--- src/rtl/run_sequencer_if.sv ---
// Control link between the run sequencer and the Tenyr core it supervises.
// The sequencer side is the master: it drives the core reset/halt and status,
// and it receives the pause request and the per-instruction retire strobe.
interface run_sequencer_if #(
   parameter int unsigned CW = 32
);
   logic          halt_req;
   logic          insn_retire;
   logic          core_reset;
   logic          core_halt;
   logic          done;
   logic [2:0]    state;
   logic [CW-1:0] cycle_count;
   logic [CW-1:0] insn_count;

   modport master (
      input  halt_req,
      input  insn_retire,
      output core_reset,
      output core_halt,
      output done,
      output state,
      output cycle_count,
      output insn_count
   );

   modport slave (
      output halt_req,
      output insn_retire,
      input  core_reset,
      input  core_halt,
      input  done,
      input  state,
      input  cycle_count,
      input  insn_count
   );
endinterface

--- src/rtl/run_sequencer.sv ---
// Boot/run controller for the Tenyr core. Derives core reset and halt from one
// board reset with independent release points, bounds the run to PERIODS clock
// periods and counts elapsed cycles and retired instructions. Every output is
// a register; nothing from the inputs reaches an output combinationally.
module run_sequencer #(
   parameter int unsigned RESET_CYCLES = 3,
   parameter int unsigned HALT_CYCLES  = 4,
   parameter int unsigned PERIODS      = 64,
   parameter int unsigned CW           = 32
) (
   input  logic              clk,
   input  logic              reset,
   run_sequencer_if.master   bus
);

   typedef enum logic [2:0] {
      StBoot  = 3'd0,
      StWait  = 3'd1,
      StRun   = 3'd2,
      StPause = 3'd3,
      StDone  = 3'd4
   } state_e;

   localparam logic [CW-1:0] LpResetCycles = CW'(RESET_CYCLES);
   localparam logic [CW-1:0] LpHaltCycles  = CW'(HALT_CYCLES);
   localparam logic [CW-1:0] LpPeriods     = CW'(PERIODS);

   state_e        r_state;
   logic          r_core_reset;
   logic          r_core_halt;
   logic          r_done;
   logic [CW-1:0] r_cycle_count;
   logic [CW-1:0] r_insn_count;

   logic [CW-1:0] w_cycle_next;
   logic          w_done_next;
   logic          w_in_reset;
   logic          w_in_halt;
   logic          w_insn_en;

   // Next-cycle view: saturating cycle count and the release windows it implies.
   always_comb begin
      w_cycle_next = r_cycle_count;
      if (r_cycle_count < LpPeriods) begin
         w_cycle_next = r_cycle_count + CW'(1);
      end
      w_done_next = r_done | (w_cycle_next == LpPeriods);
      w_in_reset  = (w_cycle_next < LpResetCycles);
      w_in_halt   = (w_cycle_next < LpHaltCycles);
      // Only count while the core was genuinely free to run before this edge.
      w_insn_en   = bus.insn_retire & ~r_core_reset & ~r_core_halt & ~r_done;
   end

   // Sequencer FSM with all outputs and counters registered.
   always_ff @(posedge clk or posedge reset) begin
      if (reset) begin
         r_state       <= StBoot;
         r_core_reset  <= 1'b1;
         r_core_halt   <= 1'b1;
         r_done        <= 1'b0;
         r_cycle_count <= '0;
         r_insn_count  <= '0;
      end else begin
         r_cycle_count <= w_cycle_next;
         r_done        <= w_done_next;
         r_core_reset  <= w_in_reset;
         // Done keeps the core halted even after halt_req drops.
         r_core_halt   <= w_in_halt | bus.halt_req | w_done_next;
         if (w_insn_en) begin
            r_insn_count <= r_insn_count + CW'(1);
         end
         // Priority order: done, boot window, halt window, pause, run.
         if (w_done_next) begin
            r_state <= StDone;
         end else if (w_in_reset) begin
            r_state <= StBoot;
         end else if (w_in_halt) begin
            r_state <= StWait;
         end else if (bus.halt_req) begin
            r_state <= StPause;
         end else begin
            r_state <= StRun;
         end
      end
   end

   assign bus.core_reset  = r_core_reset;
   assign bus.core_halt   = r_core_halt;
   assign bus.done        = r_done;
   assign bus.state       = r_state;
   assign bus.cycle_count = r_cycle_count;
   assign bus.insn_count  = r_insn_count;

endmodule

--- src/flat_wrapper.sv ---
// flat-port wrapper written by rule: the top's interface ports become plain ports
module run_sequencer_flat 
#(
   parameter int unsigned RESET_CYCLES = 3,
   parameter int unsigned HALT_CYCLES  = 4,
   parameter int unsigned PERIODS      = 64,
   parameter int unsigned CW           = 32
)
  (clk, reset, bus_halt_req, bus_insn_retire, bus_core_reset, bus_core_halt, bus_done, bus_state, bus_cycle_count, bus_insn_count);
  run_sequencer_if #(.CW(CW)) bus_i ();
  input  logic clk;
  input  logic reset;
  input wire logic [$bits(bus_i.halt_req)-1:0] bus_halt_req;
  input wire logic [$bits(bus_i.insn_retire)-1:0] bus_insn_retire;
  output wire logic [$bits(bus_i.core_reset)-1:0] bus_core_reset;
  output wire logic [$bits(bus_i.core_halt)-1:0] bus_core_halt;
  output wire logic [$bits(bus_i.done)-1:0] bus_done;
  output wire logic [$bits(bus_i.state)-1:0] bus_state;
  output wire logic [$bits(bus_i.cycle_count)-1:0] bus_cycle_count;
  output wire logic [$bits(bus_i.insn_count)-1:0] bus_insn_count;
  assign bus_i.halt_req = bus_halt_req;
  assign bus_i.insn_retire = bus_insn_retire;
  assign bus_core_reset = bus_i.core_reset;
  assign bus_core_halt = bus_i.core_halt;
  assign bus_done = bus_i.done;
  assign bus_state = bus_i.state;
  assign bus_cycle_count = bus_i.cycle_count;
  assign bus_insn_count = bus_i.insn_count;
  run_sequencer #(.RESET_CYCLES(RESET_CYCLES), .HALT_CYCLES(HALT_CYCLES), .PERIODS(PERIODS), .CW(CW)) u_core (.clk(clk), .reset(reset), .bus(bus_i));
endmodule
--- config.mk ---
export PLATFORM = sky130hd
export DESIGN_NAME = run_sequencer_flat
export DESIGN_NICKNAME = d
export VERILOG_FILES = /design/src/rtl/run_sequencer_if.sv /design/src/rtl/run_sequencer.sv /design/src/flat_wrapper.sv
export SDC_FILE = /design/constraint.sdc
export NUM_CORES = 1
export LEC_CHECK = 0
export BUFFER_PORTS_ARGS = -buffer_cell sky130_fd_sc_hd__buf_4
export CAP_MARGIN = 20
export CORE_AREA = 4 4 85 87
export CTS_BUF_LIST = sky130_fd_sc_hd__clkbuf_2
export CTS_CLUSTER_SIZE = 28
export DETAILED_ROUTE_END_ITERATION = 12
export DIE_AREA = 0 0 89 91
export GPL_ROUTABILITY_DRIVEN = 0
export HOLD_SLACK_MARGIN = 0.15
export PLACE_DENSITY = 0.71
export RECOVER_POWER = 25
export SLEW_MARGIN = 0
export SYNTH_ARGS = -nofsm -noshare
export SYNTH_HDL_FRONTEND = slang
export SYNTH_SLANG_ARGS = --single-unit
export TNS_END_PERCENT = 50
--- constraint.sdc ---
create_clock -name clk -period 2 [get_ports clk]
set_clock_uncertainty 0.05 [all_clocks]
set_input_delay 0 -clock clk [delete_from_list [all_inputs] [get_ports clk]]
set_output_delay 0 -clock clk [all_outputs]
set_load 0.005 [all_outputs]
## After elaboration in Yosys (flattened, before gate mapping)

Cells that the tools add are included.

- Bits in registers: 70
- Input port bits: 4
- Output and inout bits: 70
- Word-level logic and storage cells: 26

- Add/subtract/negate cells: 2
- $lt $le $gt $ge: 3
- Equality and inequality tests: 1
- Mux-type cells: 5
- Bitwise operators: 9

Operators with widths:

| operator | number |
|---|---|
| 32-bit by 1-bit adder with 32-bit output, second input constant | 2 |
| 32-bit by 7-bit equality test with 1-bit output, second input constant | 1 |
| 32-bit by 2-bit < comparator with 1-bit output, second input constant | 1 |
| 32-bit by 3-bit < comparator with 1-bit output, second input constant | 1 |
| 32-bit by 7-bit < comparator with 1-bit output, second input constant | 1 |
| 32-bit 2-to-1 mux | 1 |
| 3-bit 2-to-1 mux | 3 |
| 1-bit bitwise AND | 3 |
| 1-bit NOT | 3 |
| 1-bit bitwise OR | 3 |
| 1-bit 2-to-1 mux | 1 |

## Logic depth before layout (Yosys ltp)

- Depth in word-level cells: 6
- Depth in mapped cells: 6
- Gate-level depth less buffers: 6

## Worst setup path before layout

No wires, ideal clock.

- Path type: reg2reg
- From: reg u_core.r_done (netlist: u_core.bus.done)
- To: reg u_core.r_insn_count[29] (netlist: u_core.bus.insn_count[29])
- Setup time: 79 ps
- Data arrival time: 1973 ps
- Data required time: 1871 ps
- Setup slack: -102 ps
- Cell stages (with the launch flop): 7
- Buffers on the path: 1
- Period minus slack after synthesis: 2102 ps
- Path through: dfrtp_1 -> nor4b_4 -> nand4_2 -> or4_1 -> buf_6 -> nor2b_2 -> xor2_1

- Word-level cells in the longest chain between the ends: 2

RTL lines:

| element | line | RTL |
|---|---|---|
| start, declared | run_sequencer.sv:31 | `logic r_done;` |
| start signal, assigned | run_sequencer.sv:65 | `r_done <= w_done_next;` |
| 1-bit NOT | run_sequencer.sv:51 | `w_insn_en = bus.insn_retire & ~r_core_reset & ~r_core_halt & ~r_done;` |
| 1-bit bitwise AND | run_sequencer.sv:51 |  |
| end signal, assigned | run_sequencer.sv:70 | `r_insn_count <= r_insn_count + CW'(1);` |
| end, declared | run_sequencer.sv:33 | `logic [CW-1:0] r_insn_count;` |

Every way passes these cells.
A chain may end at the register's enable or synchronous reset.

## Worst setup path in the final report

- From: reg u_core.r_cycle_count[28] (netlist: u_core.bus.cycle_count[28])
- To: reg u_core.r_cycle_count[5] (netlist: u_core.bus.cycle_count[5])

- Word-level cells in the longest chain between the ends: 2

RTL lines:

| element | line | RTL |
|---|---|---|
| start, declared | run_sequencer.sv:32 | `logic [CW-1:0] r_cycle_count;` |
| start signal, assigned | run_sequencer.sv:64 | `r_cycle_count <= w_cycle_next;` |
| 32-bit by 7-bit < comparator with 1-bit output | run_sequencer.sv:44 | `if (r_cycle_count < LpPeriods) begin` |
| 32-bit 2-to-1 mux | run_sequencer.sv:44 |  |
| net u_core.w_cycle_next[5] | run_sequencer.sv:35 | `logic [CW-1:0] w_cycle_next;` |

The timed path passes the listed nets, and every way through them passes these cells.

==> reports/results.ini <==
[outcome]
status = finished clean

[logic_synthesis]
synth_nets = 250
synth_compound_area_share_pct = 2.63
async_flop_share_pct = 100
synth.avg_cell_area_um2 = 11.7
synth_edf_count = 0
muxShareOfSynthArea_pct = 1.14
synth_area_leader_cell = dfrtp_1
synth_fa_ha_area_share_pct = 0.877
synth_top_family_by_area = simple AND/OR/NAND/NOR gates
yosys_most_used_dff = dfrtp_1
ys_types = 40
synth_top_area_share_pct = 58.7
synth_area_leaders = dfrtp_1 (59%), xnor2_1 (7.4%), xor2_1 (3.7%)
yosys.area_share.simple_pct = 18.7
synth_xor_area_share_pct = 11.0
yosys_warnings = 0
ys_seq_elements = 69
ys_seq_area_share_pct = 60.6
syn_area_um2 = 2850
syn_inst = 244

[placed_design]
place.detailed.hpwl_um = 4590
io_buffer_count = 73
place_ws_ns = -0.00137
place_area_um2 = 3640

[grt]
grt_use_total_pct = 16.6
grt_pass1_vias = 2129
grt.overflow.total = 0
grt_pass1_wl_um = 10500
antenna_found_initial = 0
grt_start_max_net_pins = 28

[drt]
drc = 0
post_drt_wl_per_cell_um = 14.8
vias = 2129
dr.pass1.iters = 4
vias_per_cell = 5.01
antenna_left = 0
wirelength_um = 6280
drtIter0Drc = 57

[floorplanning]
die_y_um = 91
coreArea_um2 = 6350
initial_core_util_pct = 44.9
pin_count = 74
num_rows = 29
die_area_um2 = 8100
die_w_um = 89

[worst_setup_path]
cp_max_fo = 2
slowest_stage = or4_4
path_cells = nor4_2, nand4_1, or2_4, or4_4, xnor2_1
endpoint_kind = flip-flop
arrival_ns = 2.31
critPathTopFamily = simple AND/OR/NAND/NOR gates
crit_path_max_incr_delay_ns = 0.51
start_kind = flip-flop
cp.required_ns = 2.33
path_class = reg -> reg
critPathBufInv = 0

[final_layout]
drive_above_1_share_pct = 44.8
finalNetCount = 349
synthToLayoutAreaGrowth_pct = 37.1
diodes = 0
final_cell_mix = buf_4 (95), dfrtp_1 (66), xnor2_1 (24), nand2_1 (18), nand3_1 (13)
fin_area_um2 = 3910
final_common_cell = buf_4

[sta]
layout_setup_ws_ns = 0.0164
fmax_ghz = 0.504
finalSetupViolations = 0
final_hold_viol_count = 0
slew_viol_final = 0
timing.hold.ws_ns = 0.236
rsz0062_at_grt = true
worstMarginPinSlew_ns = 1.03
relSlewSlack_pct = 31.5
post-route-period-util_pct = 99.2
fin_crit_ns = 1.98

[clocking]
clock_latency_ns = 0.50
cts_buffer_depth = 2
cts-root-buf = clkbuf_2
path_clk_slew_ns = 0.17
cts.sinks = 69
tritoncts = yes
cts_buffers = 9
htreeDepth = 3

[power]
finalPower_uw = 2720
p_leak_uw = 0.00197
ir_drop_v = 0.000531
power_density_nw_per_um2 = 694

[run]
drv_cap = 0

[min_path]
hp-class = in -> reg

==> layer usage <==
| metal | GRT usage [%] | wire (µm) | share of wire [%] | vias up |
|---|---|---|---|---|
| li1 | - | - | - | 1025 |
| met2 | 24.9 | 3020 | 48 | 59 |
| met5 | 0 | 0 | 0 | - |
| met3 | 4.34 | 395 | 6.3 | 10 |
| met4 | 6.58 | 63 | 1.0 | 0 |
| met1 | 22.9 | 2800 | 45 | 1035 |
==> worst min-delay path, cell delays in order <==
cell           delay (ns)
dlygate4sd3_1        0.53
buf_4                0.12
nand2b_1             0.10
==> worst paths after layout <==
kind                       slack [ns]  depth (start not counted)                  startpoint                          to
min reg2reg                      0.38                          0  u_core.bus.cycle_count[22]  u_core.bus.cycle_count[22]
min in group asynchronous        0.78                          4                       reset   u_core.bus.insn_count[12]
max                              0.02                          5  u_core.bus.cycle_count[28]   u_core.bus.cycle_count[5]
max in group asynchronous        0.22                          5                       reset   u_core.bus.cycle_count[3]
max reg2reg                      0.02                          5  u_core.bus.cycle_count[28]   u_core.bus.cycle_count[5]
min                              0.24                          3                bus_halt_req        u_core.bus.core_halt
==> cell usage after synthesis, types with 2 or more instances <==
library cell  number
inv_1              6
ha_1               2
or3_1              2
nor2_1             9
nor4_1             6
o21ai_0            2
or4_1              2
nor3_1             6
xor2_1            12
nand2b_1           3
xnor2_1           24
nand2_1           18
and3_2             2
and4_2             6
a311oi_1           3
dfstp_2            2
mux2_2             2
nand3_1           13
clkbuf_1          27
dfrtp_1           67
nand4_1           10
nor2b_2            2
==> cell families (layout without fill, tap and decap cells) <==
family                     count (synthesis)  after routing
AOI/OAI and AO/OA                         10             10
adders and majority gates                  2              2
buffers and inverters                     35            139
and+or+nand+nor                           89             89
xor gates and xnor gates                  36             36
muxes                                      3              3
DFF                                       69             69
==> what timing repair did <==
action	4_1_cts	5_1_grt
endpoints found under the hold margin	80	0
setup endpoints to repair	2	11
pin swaps	3	10
setup buffers	1	4
hold buffers	4	0
resized for setup	5	11
==> power by group <==
part,internal [µW],switching (µW),total (µW)
Clock,419,474,893
Combinational,169,130,298
Sequential,1450,71.1,1530
==> per-stage QoR <==
| stage | TNS [ns] | std cells | utilization [%] |
|---|---|---|---|
| 3_5_place_dp | -0.00137 | 400 | 57.4 |
| 2_1_floorplan | 0 | 244 | - |
| 6_report | 0 | 425 | 61.6 |
| 4_1_cts | 0 | 421 | 60.6 |
| 5_1_grt | -0.0820 | 425 | 61.6 |
| 3_3_place_gp | 0 | 400 | 57.4 |
==> cell type report <==
type	instances	area (µm²)
Tap cell	77	96.3
Fill cell	527	2440
Multi-Input combinational cell	140	1060
Sequential cell	69	1730
Clock buffer	11	55.1
Timing Repair Buffer	117	877
Inverter	6	22.5
Clock inverter	5	75.1
==> flip-flops by register name (all words and copies together) (netlist names) <==
signal	count
u_core.bus.done	1
u_core.bus.core_halt	1
u_core.bus.cycle_count	32
u_core.bus.core_reset	1
u_core.bus.state	2
u_core.bus.insn_count	32
(Power assumes the default switching activity.)
